--- config.mk ---
export PLATFORM = sky130hd
export DESIGN_NAME = usb_uart_tx_agg
export DESIGN_NICKNAME = d
export VERILOG_FILES = /design/src/rtl/usb_uart_tx_agg.sv
export SDC_FILE = /design/constraint.sdc
export NUM_CORES = 1
export LEC_CHECK = 0
export ABC_AREA = 1
export CORE_MARGIN = 5
export CORE_UTILIZATION = 56
export DETAILED_ROUTE_END_ITERATION = 16
export GPL_TIMING_DRIVEN = 0
export HOLD_SLACK_MARGIN = 0.1
export PLACE_DENSITY = 0.72
export SLEW_MARGIN = 5
export SYNTH_ARGS = -nofsm -noshare
export SYNTH_HDL_FRONTEND = slang
export SYNTH_SLANG_ARGS = --single-unit
export TNS_END_PERCENT = 30
--- constraint.sdc ---
create_clock -name clk_48mhz -period 6 [get_ports clk_48mhz]
set_input_delay 0.6 -clock clk_48mhz [delete_from_list [all_inputs] [get_ports clk_48mhz]]
set_output_delay 0.6 -clock clk_48mhz [all_outputs]
set_load 0.01 [all_outputs]
--- src/rtl/usb_uart_tx_agg.sv ---
// Byte aggregator between an application and a USB CDC IN endpoint: buffers bytes
// in a circular FIFO and releases them in bursts on threshold, idle timeout or flush.
module usb_uart_tx_agg #(
  parameter int DEPTH_LOG2 = 6,
  parameter int THRESH     = 32,
  parameter int TIMEOUT    = 48000
) (
  input  logic                  clk_48mhz,
  input  logic                  reset_n,
  input  logic [7:0]            wr_data,
  input  logic                  wr_valid,
  output logic                  wr_ready,
  input  logic                  flush,
  output logic [7:0]            uart_in_data,
  output logic                  uart_in_valid,
  input  logic                  uart_in_ready,
  output logic [DEPTH_LOG2:0]   level
);

  localparam int                DEPTH      = 1 << DEPTH_LOG2;
  localparam int                LW         = DEPTH_LOG2 + 1;
  localparam logic [LW-1:0]     FULL_LVL   = LW'(DEPTH);
  localparam logic [LW-1:0]     THRESH_LVL = LW'(THRESH);
  localparam logic [LW-1:0]     LVL_ONE    = LW'(1);
  localparam logic [DEPTH_LOG2-1:0] PTR_ONE = DEPTH_LOG2'(1);
  localparam logic [15:0]       TIMER_MAX  = 16'(TIMEOUT - 1);

  typedef enum logic [1:0] {
    IDLE,
    HOLD,
    DRAIN
  } state_e;

  state_e                state_q, state_d;
  logic [DEPTH_LOG2-1:0] wr_ptr_q, wr_ptr_d;
  logic [DEPTH_LOG2-1:0] rd_ptr_q, rd_ptr_d;
  logic [LW-1:0]         level_q, level_d;
  logic [15:0]           timer_q, timer_d;
  logic                  ready_en_q;
  logic [7:0]            mem [DEPTH];
  logic                  wr_fire;
  logic                  rd_fire;

  // Outputs depend only on registered state, so uart_in_ready never reaches them.
  assign wr_ready      = ready_en_q && (level_q != FULL_LVL);
  assign uart_in_valid = (state_q == DRAIN) && (level_q != '0);
  assign uart_in_data  = mem[rd_ptr_q];
  assign level         = level_q;

  assign wr_fire = wr_valid && wr_ready;
  assign rd_fire = uart_in_valid && uart_in_ready;

  always_comb begin
    // NOTE: every signal gets a default first so no path through this block infers a latch.
    state_d  = state_q;
    wr_ptr_d = wr_ptr_q;
    rd_ptr_d = rd_ptr_q;
    level_d  = level_q;
    timer_d  = '0;

    if (wr_fire) wr_ptr_d = wr_ptr_q + PTR_ONE;
    if (rd_fire) rd_ptr_d = rd_ptr_q + PTR_ONE;

    if (wr_fire && !rd_fire)      level_d = level_q + LVL_ONE;
    else if (!wr_fire && rd_fire) level_d = level_q - LVL_ONE;

    if (state_q == HOLD && !wr_fire) begin
      timer_d = (timer_q == TIMER_MAX) ? timer_q : timer_q + 16'd1;
    end

    case (state_q)
      IDLE: begin
        if (level_d != '0) begin
          state_d = (level_d >= THRESH_LVL || flush) ? DRAIN : HOLD;
        end
      end
      HOLD: begin
        if (level_d >= THRESH_LVL || flush || (timer_q == TIMER_MAX && !wr_fire)) begin
          state_d = DRAIN;
        end
      end
      DRAIN: begin
        if (level_d == '0) state_d = IDLE;
      end
      default: state_d = IDLE;
    endcase
  end

  always_ff @(posedge clk_48mhz or negedge reset_n) begin
    // NOTE: state uses non-blocking assignments so all flops update from pre-edge values.
    if (!reset_n) begin
      state_q    <= IDLE;
      wr_ptr_q   <= '0;
      rd_ptr_q   <= '0;
      level_q    <= '0;
      timer_q    <= '0;
      ready_en_q <= 1'b0;
    end else begin
      state_q    <= state_d;
      wr_ptr_q   <= wr_ptr_d;
      rd_ptr_q   <= rd_ptr_d;
      level_q    <= level_d;
      timer_q    <= timer_d;
      ready_en_q <= 1'b1;
    end
  end

  // NOTE: storage is deliberately not reset; zeroed pointers and level make old bytes unreachable.
  always_ff @(posedge clk_48mhz) begin
    if (wr_fire) mem[wr_ptr_q] <= wr_data;
  end

endmodule
## Word level (Yosys, flattened, before mapping)

Memories as Yosys holds them, arrays and structs flattened.
Index checks and enable logic that the tools add are counted.

- Reduce and logical (&&, ||, !) cells: 17
- Eq/ne operators: 8
- Muxes and demuxes: 11
- Add/sub/neg operators: 5
- Order comparisons: 1

Operators by type and width:

| cell | count |
|---|---|
| $mux W16 | 2 |
| $add A16 B1 Y16 const B | 1 |
| $eq A16 B16 Y1 const B | 1 |
| $mux W7 | 2 |
| $reduce_bool A7 Y1 | 2 |
| $add A6 B1 Y6 const B | 2 |
| $logic_and A1 B1 Y1 | 8 |
| $mux W2 | 4 |
| $add A7 B1 Y7 const B | 1 |
| $ge A7 B6 Y1 const B | 1 |
| $logic_not A7 Y1 | 1 |
| $ne A7 B7 Y1 const B | 1 |
| $sub A7 B1 Y7 const B | 1 |
| $pmux W2 S3 | 1 |
| $ne A2 B1 Y1 const B | 2 |
| $ne A2 B2 Y1 const B | 2 |
| $reduce_and A3 Y1 | 1 |
| $eq A2 B1 Y1 const B | 1 |
| $eq A2 B2 Y1 const B | 1 |
| $logic_not A1 Y1 | 2 |
| $logic_not A2 Y1 | 1 |
| $logic_or A1 B1 Y1 | 2 |
| $mux W1 | 2 |

- Register bits after elaboration: 38
- Word-level logic and storage cells: 49
- RAM bits: 512
- Memories: 1

Memories:

| name | words | width | rd ports | clocked after Yosys merged registers in | write ports | line | text |
|---|---|---|---|---|---|---|---|
| mem | 64 | 8 | 1 | 0 | 1 | 40 | `logic [7:0] mem [DEPTH];` |

## Logic depth before layout (Yosys ltp)

- Depth after elaboration: 12
- Gate-level depth with buffers: 18
- Depth with buffers taken out: 18

## Worst setup path after synthesis

OpenSTA, ideal clock, no wires.

- Path kind: register to register
- Start point: register level_q[0], in the netlist level[0]
- End point: memory mem[63][0], enable pin
- Data required time: 5.614 ns
- Buffers on the path: 1
- Period minus slack after synthesis: 2.532 ns
- Path slack: 3.468 ns
- Setup time: 0.386 ns
- Cell stages (with the launch flop): 11
- Data arrival time: 2.147 ns
- Cell sequence: dfrtp_1 inv_1 ha_1 inv_1 nor2_4 nand2_4 nand3_4 buf_6 nor2_1 inv_1 nor3_1

- Word-level cells in the longest chain between the ends: 5

Ends and longest elaborated chain:

| item | line | text |
|---|---|---|
| start, declared | 37 | `logic [LW-1:0] level_q, level_d;` |
| start signal, assigned | 102 | `level_q <= level_d;` |
| $ne A7 B7 Y1 | 45 | `assign wr_ready = ready_en_q && (level_q != FULL_LVL);` |
| $logic_and A1 B1 Y1 | 45 |  |
| $logic_and A1 B1 Y1 | 50 | `assign wr_fire = wr_valid && wr_ready;` |
| $mux W1 | 110 | `if (wr_fire) mem[wr_ptr_q] <= wr_data;` |
| $mux W1 (not written as such) | 110 |  |
| end, declared | 40 |  |

Every way passes these cells.

## Worst setup path in the final report

- Start point: register rd_ptr_q[2]
- End point: output port uart_in_data[2]

- Word-level cells in the longest chain between the ends: 1

Ends and longest elaborated chain:

| item | line | text |
|---|---|---|
| start, declared | 36 | `logic [DEPTH_LOG2-1:0] rd_ptr_q, rd_ptr_d;` |
| start signal, assigned | 101 | `rd_ptr_q <= rd_ptr_d;` |
| $mem_v2 Z64 W8 | - |  |
| end, declared | 14 | `output logic [7:0] uart_in_data,` |

Every way passes these cells.

==> impl_metrics.env <==
export IMPL_drtPass1Iterations=6
export IMPL_path_cells="inv_1 -> clkbuf_1 -> clkbuf_1 -> o221ai_1 -> a21oi_1 -> o21ai_0 -> nand3_1 -> nand3_1 -> nand2_1 -> clkdlybuf4s50_1"
export IMPL_insertion_delay_ns=0.61
export IMPL_synthCells=1628
export IMPL_ir_worst_vdd_mv=0.337
export IMPL_grt_ovfl_total=0
export IMPL_netlist_area_sq_um=21900
export IMPL_cp_arrival_ns=4.22
export IMPL_cellPowerDensity_nw_per_um2=490
export IMPL_core_sq_um=38700
export IMPL_die_h_microns=208
export IMPL_hold_viol_final=0
export IMPL_min_period_over_period_pct=80.3
export IMPL_num_fill_cells=2783
export IMPL_fmax_ghz=0.208
export IMPL_cts_tree="done"
export IMPL_hpwl_mm=43.0
export IMPL_dpl_cell_count=2185
export IMPL_io_buffer_count=29
export IMPL_syn_num_nets=1647
export IMPL_cts_made_buffers=53
export IMPL_async_flop_share_pct=6.91
export IMPL_crit_path_end_kind="output pin"
export IMPL_synth_flop_cell="edfxtp_1"
export IMPL_final_cells=2285
export IMPL_area_growth_syn_to_layout_pct=13.2
export IMPL_grt_pass1_wl_mm=94.1
export IMPL_place_gp_congestion=0.972
export IMPL_setup_viol=0
export IMPL_slew_headroom_pct=23.1
export IMPL_dr_total_vias=15000
export IMPL_h_tree_depth=2
export IMPL_track_usage_pct=29.6
export IMPL_drc=0
export IMPL_cp_max_fo=10
export IMPL_cts_sinks=550
export IMPL_maxCapViolCount=0
export IMPL_cts_resized=0
export IMPL_initial_core_util_pct=56.7
export IMPL_drive_gt1_share_pct=8.09
export IMPL_hold_worst_slack_ns=0.405
export IMPL_cts_hold_buf=1
export IMPL_antenna_found_initial=0
export IMPL_yosysUniqueCellTypes=41
export IMPL_critPathTopFamily="buffers and inverters"
export IMPL_vias_per_cell=6.56
export IMPL_grt_pass1_vias=14200
export IMPL_cp_slowest_stage_delay_ns=0.85
export IMPL_avgSynthCellArea_sq_um=13.5
export IMPL_worst_slew_pin_slew_ns=1.14
export IMPL_clk_path_buf_depth=3
export IMPL_clk_pin_slew_ns=0.06
export IMPL_synth_edf_count=512
export IMPL_yosysSeqAreaShare_pct=74.4
export IMPL_cts_setup_buffers=0
export IMPL_cts_root_buf="clkbuf_16"
export IMPL_tns_ns=0
export IMPL_ys_warn_count=0
export IMPL_hp_class="primary input to async pin"
export IMPL_row_count=72
export IMPL_rsz0062_at_grt="no"
export IMPL_ys_ff_latch=550
export IMPL_nets=1742
export IMPL_critPathSlowestCell="clkbuf_1"
export IMPL_leakagePower_nw=8.16
export IMPL_grt_max_degree=49
export IMPL_startpoint_type="flop"
export IMPL_path_class="flop to output pin"
export IMPL_dieArea_sq_um=43300
export IMPL_post_drt_wl_per_cell_microns=28.6
export IMPL_die_w_microns=208
export IMPL_drt_wl_total_mm=65.4
export IMPL_ant_nets=0
export IMPL_drt_iter0_markers=2246
export IMPL_io_pins=30
export IMPL_finalMaxSlewViolations=0
export IMPL_path_buf_inv=4
export IMPL_min_period_ns=4.82
export IMPL_cp_required_ns=5.40
export IMPL_skew_ns=0.0244
export IMPL_status="completed"
export IMPL_diodes=0
==> cells in the final DEF (no fill, tap or decap), types with 2 or more instances in the layout <==
cell             netlist  routed
nor2_2                 7       7
a311oi_1               2       2
edfxtp_1             512     512
a211oi_1               2       2
inv_2                  5       5
nand4_1               11      11
clkdlybuf4s50_1        0      20
nor3_2                 2       3
clkinvlp_4             0       2
dfrtp_1               38      38
nand2_2                6       6
ha_1                   6       6
buf_2                 10      19
nand3_1               76      76
buf_12                 0       7
o21ai_0               70      70
clkinv_2               0       6
clkbuf_16              0      55
inv_1                 52      52
nand2_4                5       5
o221ai_1             128     128
buf_1                  6       6
nor2_4                 2       2
a21oi_1              264     264
clkinv_1               2      14
nand3_2                6       6
buf_16                 0       2
xor2_1                12      12
nor2_1                91      91
bufinv_16              0       8
nor3_1                 7       6
inv_6                  1       3
nand2_1              208     208
nand3_4                2       2
nor4_1                 2       2
clkbuf_1              80      93
o21bai_1               2       2
==> synth_stat cells, types with 2 or more instances <==
library cell | number | area share (%)
nor4_1 | 2 | 0.057
nor3_1 | 7 | 0.16
a311oi_1 | 2 | 0.080
nor2_1 | 91 | 1.6
dfrtp_1 | 38 | 4.3
nand2_2 | 6 | 0.17
nand4_1 | 11 | 0.31
inv_2 | 5 | 0.086
nor3_2 | 2 | 0.091
edfxtp_1 | 512 | 70
o21bai_1 | 2 | 0.068
nand3_4 | 2 | 0.16
nand2_4 | 5 | 0.26
nand3_2 | 6 | 0.27
nor2_4 | 2 | 0.10
buf_2 | 10 | 0.23
clkinv_1 | 2 | 0.034
nand3_1 | 76 | 1.7
nor2_2 | 7 | 0.20
ha_1 | 6 | 0.34
a211oi_1 | 2 | 0.068
xor2_1 | 12 | 0.48
clkbuf_1 | 80 | 1.4
nand2_1 | 208 | 3.6
a21oi_1 | 264 | 6.0
buf_1 | 6 | 0.10
o21ai_0 | 70 | 1.6
inv_1 | 52 | 0.89
o221ai_1 | 128 | 5.1
==> per-stage QoR <==
stage | util [%] | instance area, sq um | setup WS, ns | power, mW
2_1_floorplan | - | 21900 | 3.47 | 6.75
3_3_place_gp | 59.1 | 22900 | 2.03 | 8.52
3_5_place_dp | 59.5 | 23000 | 1.98 | 8.60
4_1_cts | 64.1 | 24800 | 1.33 | 12.0
5_1_grt | 64.1 | 24800 | 0.988 | 12.5
6_report | 64.1 | 24800 | 1.18 | 12.2
==> layout make-up <==
type | instances | area [sq um] | area share (%)
Multi-Input combinational cell | 920 | 5000 | 20.1
Sequential cell | 550 | 16300 | 65.7
Timing Repair Buffer | 40 | 458 | 1.84
Tap cell | 518 | 648 | 2.61
Buffer | 98 | 399 | 1.61
Clock buffer | 68 | 1430 | 5.74
Clock inverter | 31 | 357 | 1.44
Inverter | 60 | 230 | 0.927
==> registers in the layout (all words and copies together) (netlist names) <==
register and flops:
ready_en_q 1, timer_q 16, state_q 2, rd_ptr_q 6, mem 512, level 7
wr_ptr_q 6
==> layer usage <==
layer | wire (microns) | part of all wire (%) | track usage (%)
met4 | 2710 | 4.2 | 10.6
met3 | 9110 | 14 | 9.69
met2 | 29500 | 45 | 45.0
met1 | 24100 | 37 | 40.7
met5 | 0 | 0 | 0
==> power by group <==
group | internal, mW | leakage [nW] | switching, mW
Sequential | 4.32 | 5.09 | 0.105
Combinational | 1.15 | 2.21 | 3.16
Clock | 2.02 | 0.862 | 1.41
==> path summary, 6_finish.rpt <==
path	endpoint	slack [ns]	cells after the start	from
max in group asynchronous	wr_ptr_q[4]	5.13	3	reset_n
setup reg to reg	mem[24][5]	2.29	10	level[0]
hold reg to reg	timer_q[0]	0.53	1	timer_q[0]
hold / removal	timer_q[3]	0.41	2	reset_n
setup / recovery	uart_in_data[2]	1.18	10	rd_ptr_q[2]
min in group clk_48mhz	mem[19][3]	0.45	1	wr_data[3]
==> logic make-up (layout without fill, tap and decap cells) <==
logic type	Yosys count	in the layout	synth area share, %
DFF	550	550	74.4
AOI/OAI and AO/OA	472	472	13.1
and+or+nand+nor	428	428	8.79
buffers and inverters	158	297	2.87
xor gates and xnor gates	12	12	0.479
adders and majority gates	6	6	0.342
other	1	1	0.0171
muxes	1	1	0.0456
(Power assumes the default switching activity.)
==> RTL change, RTL diff (same settings) <==
Change the parameter `DEPTH_LOG2` from 6 to 5.
--- a/src/rtl/usb_uart_tx_agg.sv
+++ b/src/rtl/usb_uart_tx_agg.sv
@@ -1,7 +1,7 @@
 // Byte aggregator between an application and a USB CDC IN endpoint: buffers bytes
 // in a circular FIFO and releases them in bursts on threshold, idle timeout or flush.
 module usb_uart_tx_agg #(
-  parameter int DEPTH_LOG2 = 6,
+  parameter int DEPTH_LOG2 = 5,
   parameter int THRESH     = 32,
   parameter int TIMEOUT    = 48000
 ) (
Ports: changed (resized level); port bits go from 30 to 29. No check against the original RTL was run, so the function may have changed too.
==> RTL change against the original RTL <==
Setup slack improved by 0.71 ns; power shrank 44%; area after synthesis decreased by 45%; core utilization grew 1.3 points; sequential power shrank 45%; hold slack got worse by 0.26 ns; final area is 44% lower; sequential cell count down 259; routed wire length shrank 52%; critical endpoint is now uart_in_data[4].
==> RTL change: results (changes against the original RTL) <==
----------------------------------------------------
[Status]
  Status ... complete, no violations

[Layout]
  Area taken by multi-input logic gates ... 0.00317 mm² (-37%)
  Fraction of layout instances using a drive strength above 1 ... 9.09% (+1.0 points)
  Seq/total area ... 61.7% (-4.0 points)
  Count of filler cells inserted in the layout ... 1576 (-43%)
  Number of clock buffer instances in the layout ... 36 (-47%)
  Number of nets in the final layout ... 1088 (-38%)
  Max reg flops ... 256 (-50%)

[Logic synthesis]
  Synth Area in Adders ... 0.927% (+0.59 points)
  Synthesized netlist net count ... 1028 (-38%)
  Xor and xnor area share after synthesis ... 1.08% (+0.60 points)
  Synth cell count leaders ... 256 x edfxtp_1, 185 x nor2_1, 131 x o21ai_0
  Largest cells by area after synthesis ... edfxtp_1 63%, dfrtp_1 7.2%, nor2_1 5.7%
  Compound-Gate Fraction of Synth Area ... 10.9% (-2.2 points)
  Share of the yosys chip area belonging to registers ... 70.5% (-3.9 points)
  Share of synthesized registers carrying an async set or reset ... 12.0% (+5.1 points)

[Routing]
  Sum of routed wire length over all layers ... 31100 µm (-52%)
  Per-cell via count in the routed design ... 6.15 (-6.4%)
  Detailed-router iteration count before antenna repair ... 7 (+1)

[Power and ir drop]
  Maximum resistive drop on vdd ... 396 µV (+17%)

[Clocking]
  H-tree Lvls ... 1 (-1)

[Global routing]
  GRT Resource Usage Total ... 25.3% (-4.4 points)
  Global-route wire length before repair ... 47400 µm (-50%)
  Maximum number of pins on one net before global-route repair ... 36 (-27%)
  Vias in the first global route ... 8150 (-43%)

[Placement]
  Post-placement cell area ... 0.0128 mm² (-45%)
  RD Place Congestion ... 0.957 (-1.6%)
  Setup slack at placement ... 2.50 ns (+0.526 ns)

[Worst setup path]
  Data arrival time of the worst path ... 3.51 ns (-0.71 ns)
  Max incr delay on CP ... 0.53 ns (-0.32 ns)
  Highest-delay cell along the critical path ... clkdlybuf4s50_1
  Number of cell instances on the worst register-to-register path ... 8 (-2)
  Flop2flop setup slack ... 3.28 ns (+0.99 ns)

[STA]
  Worst slack on hold paths ... 0.150 ns (-0.256 ns)
  Slew at the pin with the worst max-slew slack ... 1.40 ns (+0.257 ns)
  Setup clock skew after layout ... 0.0119 ns (-0.0126 ns)

----------------------------------------------------
RTL change: changes by cell type after synthesis, sizes merged, moves of 34 or more:
cell and change:
edfxtp -256, clkbuf -45, o22ai +42, a21oi -260
nor2 +94, o221ai -105, o21ai +72, nand3 -34
nand2 -124
RTL change: worst max-delay path by stage:
stage	startpoint	endpoint	slack, ns	cells after the start
floorplan	rd_ptr_q[0]$_DFFE_PN0P_	uart_in_data[6]	3.88	10
global placement	rd_ptr_q[1]$_DFFE_PN0P_	uart_in_data[4]	2.54	10
finish	rd_ptr_q[1]$_DFFE_PN0P_	uart_in_data[4]	1.89	10
detailed placement	rd_ptr_q[1]$_DFFE_PN0P_	uart_in_data[4]	2.50	10
global route	rd_ptr_q[1]$_DFFE_PN0P_	uart_in_data[4]	1.72	10
CTS	rd_ptr_q[1]$_DFFE_PN0P_	uart_in_data[4]	1.91	10
RTL change: power groups by stage:
| stage | clock (µW) | combinational, µW | sequential, µW |
|---|---|---|---|
| 2_1_floorplan | 0 | 1360 | 2440 |
| 3_5_place_dp | 0 | 2260 | 2460 |
| 4_1_cts | 2120 | 2270 | 2420 |
| 3_3_place_gp | 0 | 2210 | 2450 |
| 5_1_grt | 2210 | 2490 | 2430 |
| 6_report | 2110 | 2320 | 2420 |
RTL change: metal layers:
layer	global-route usage [%]	part of all wire [%]
met4	8.60	3.9
met5	0	0
met1	36.6	40
met3	4.21	10
met2	39.4	46
RTL change: cell families (layout without fill, tap and decap cells):
family                     Yosys count  count (layout)
AOI/OAI and AO/OA                  227             227
xor gates and xnor gates            15              15
adders and majority gates            9               9
buffers and inverters               99             182
DFF                                291             291
other                                1               1
and+or+nand+nor                    364             364
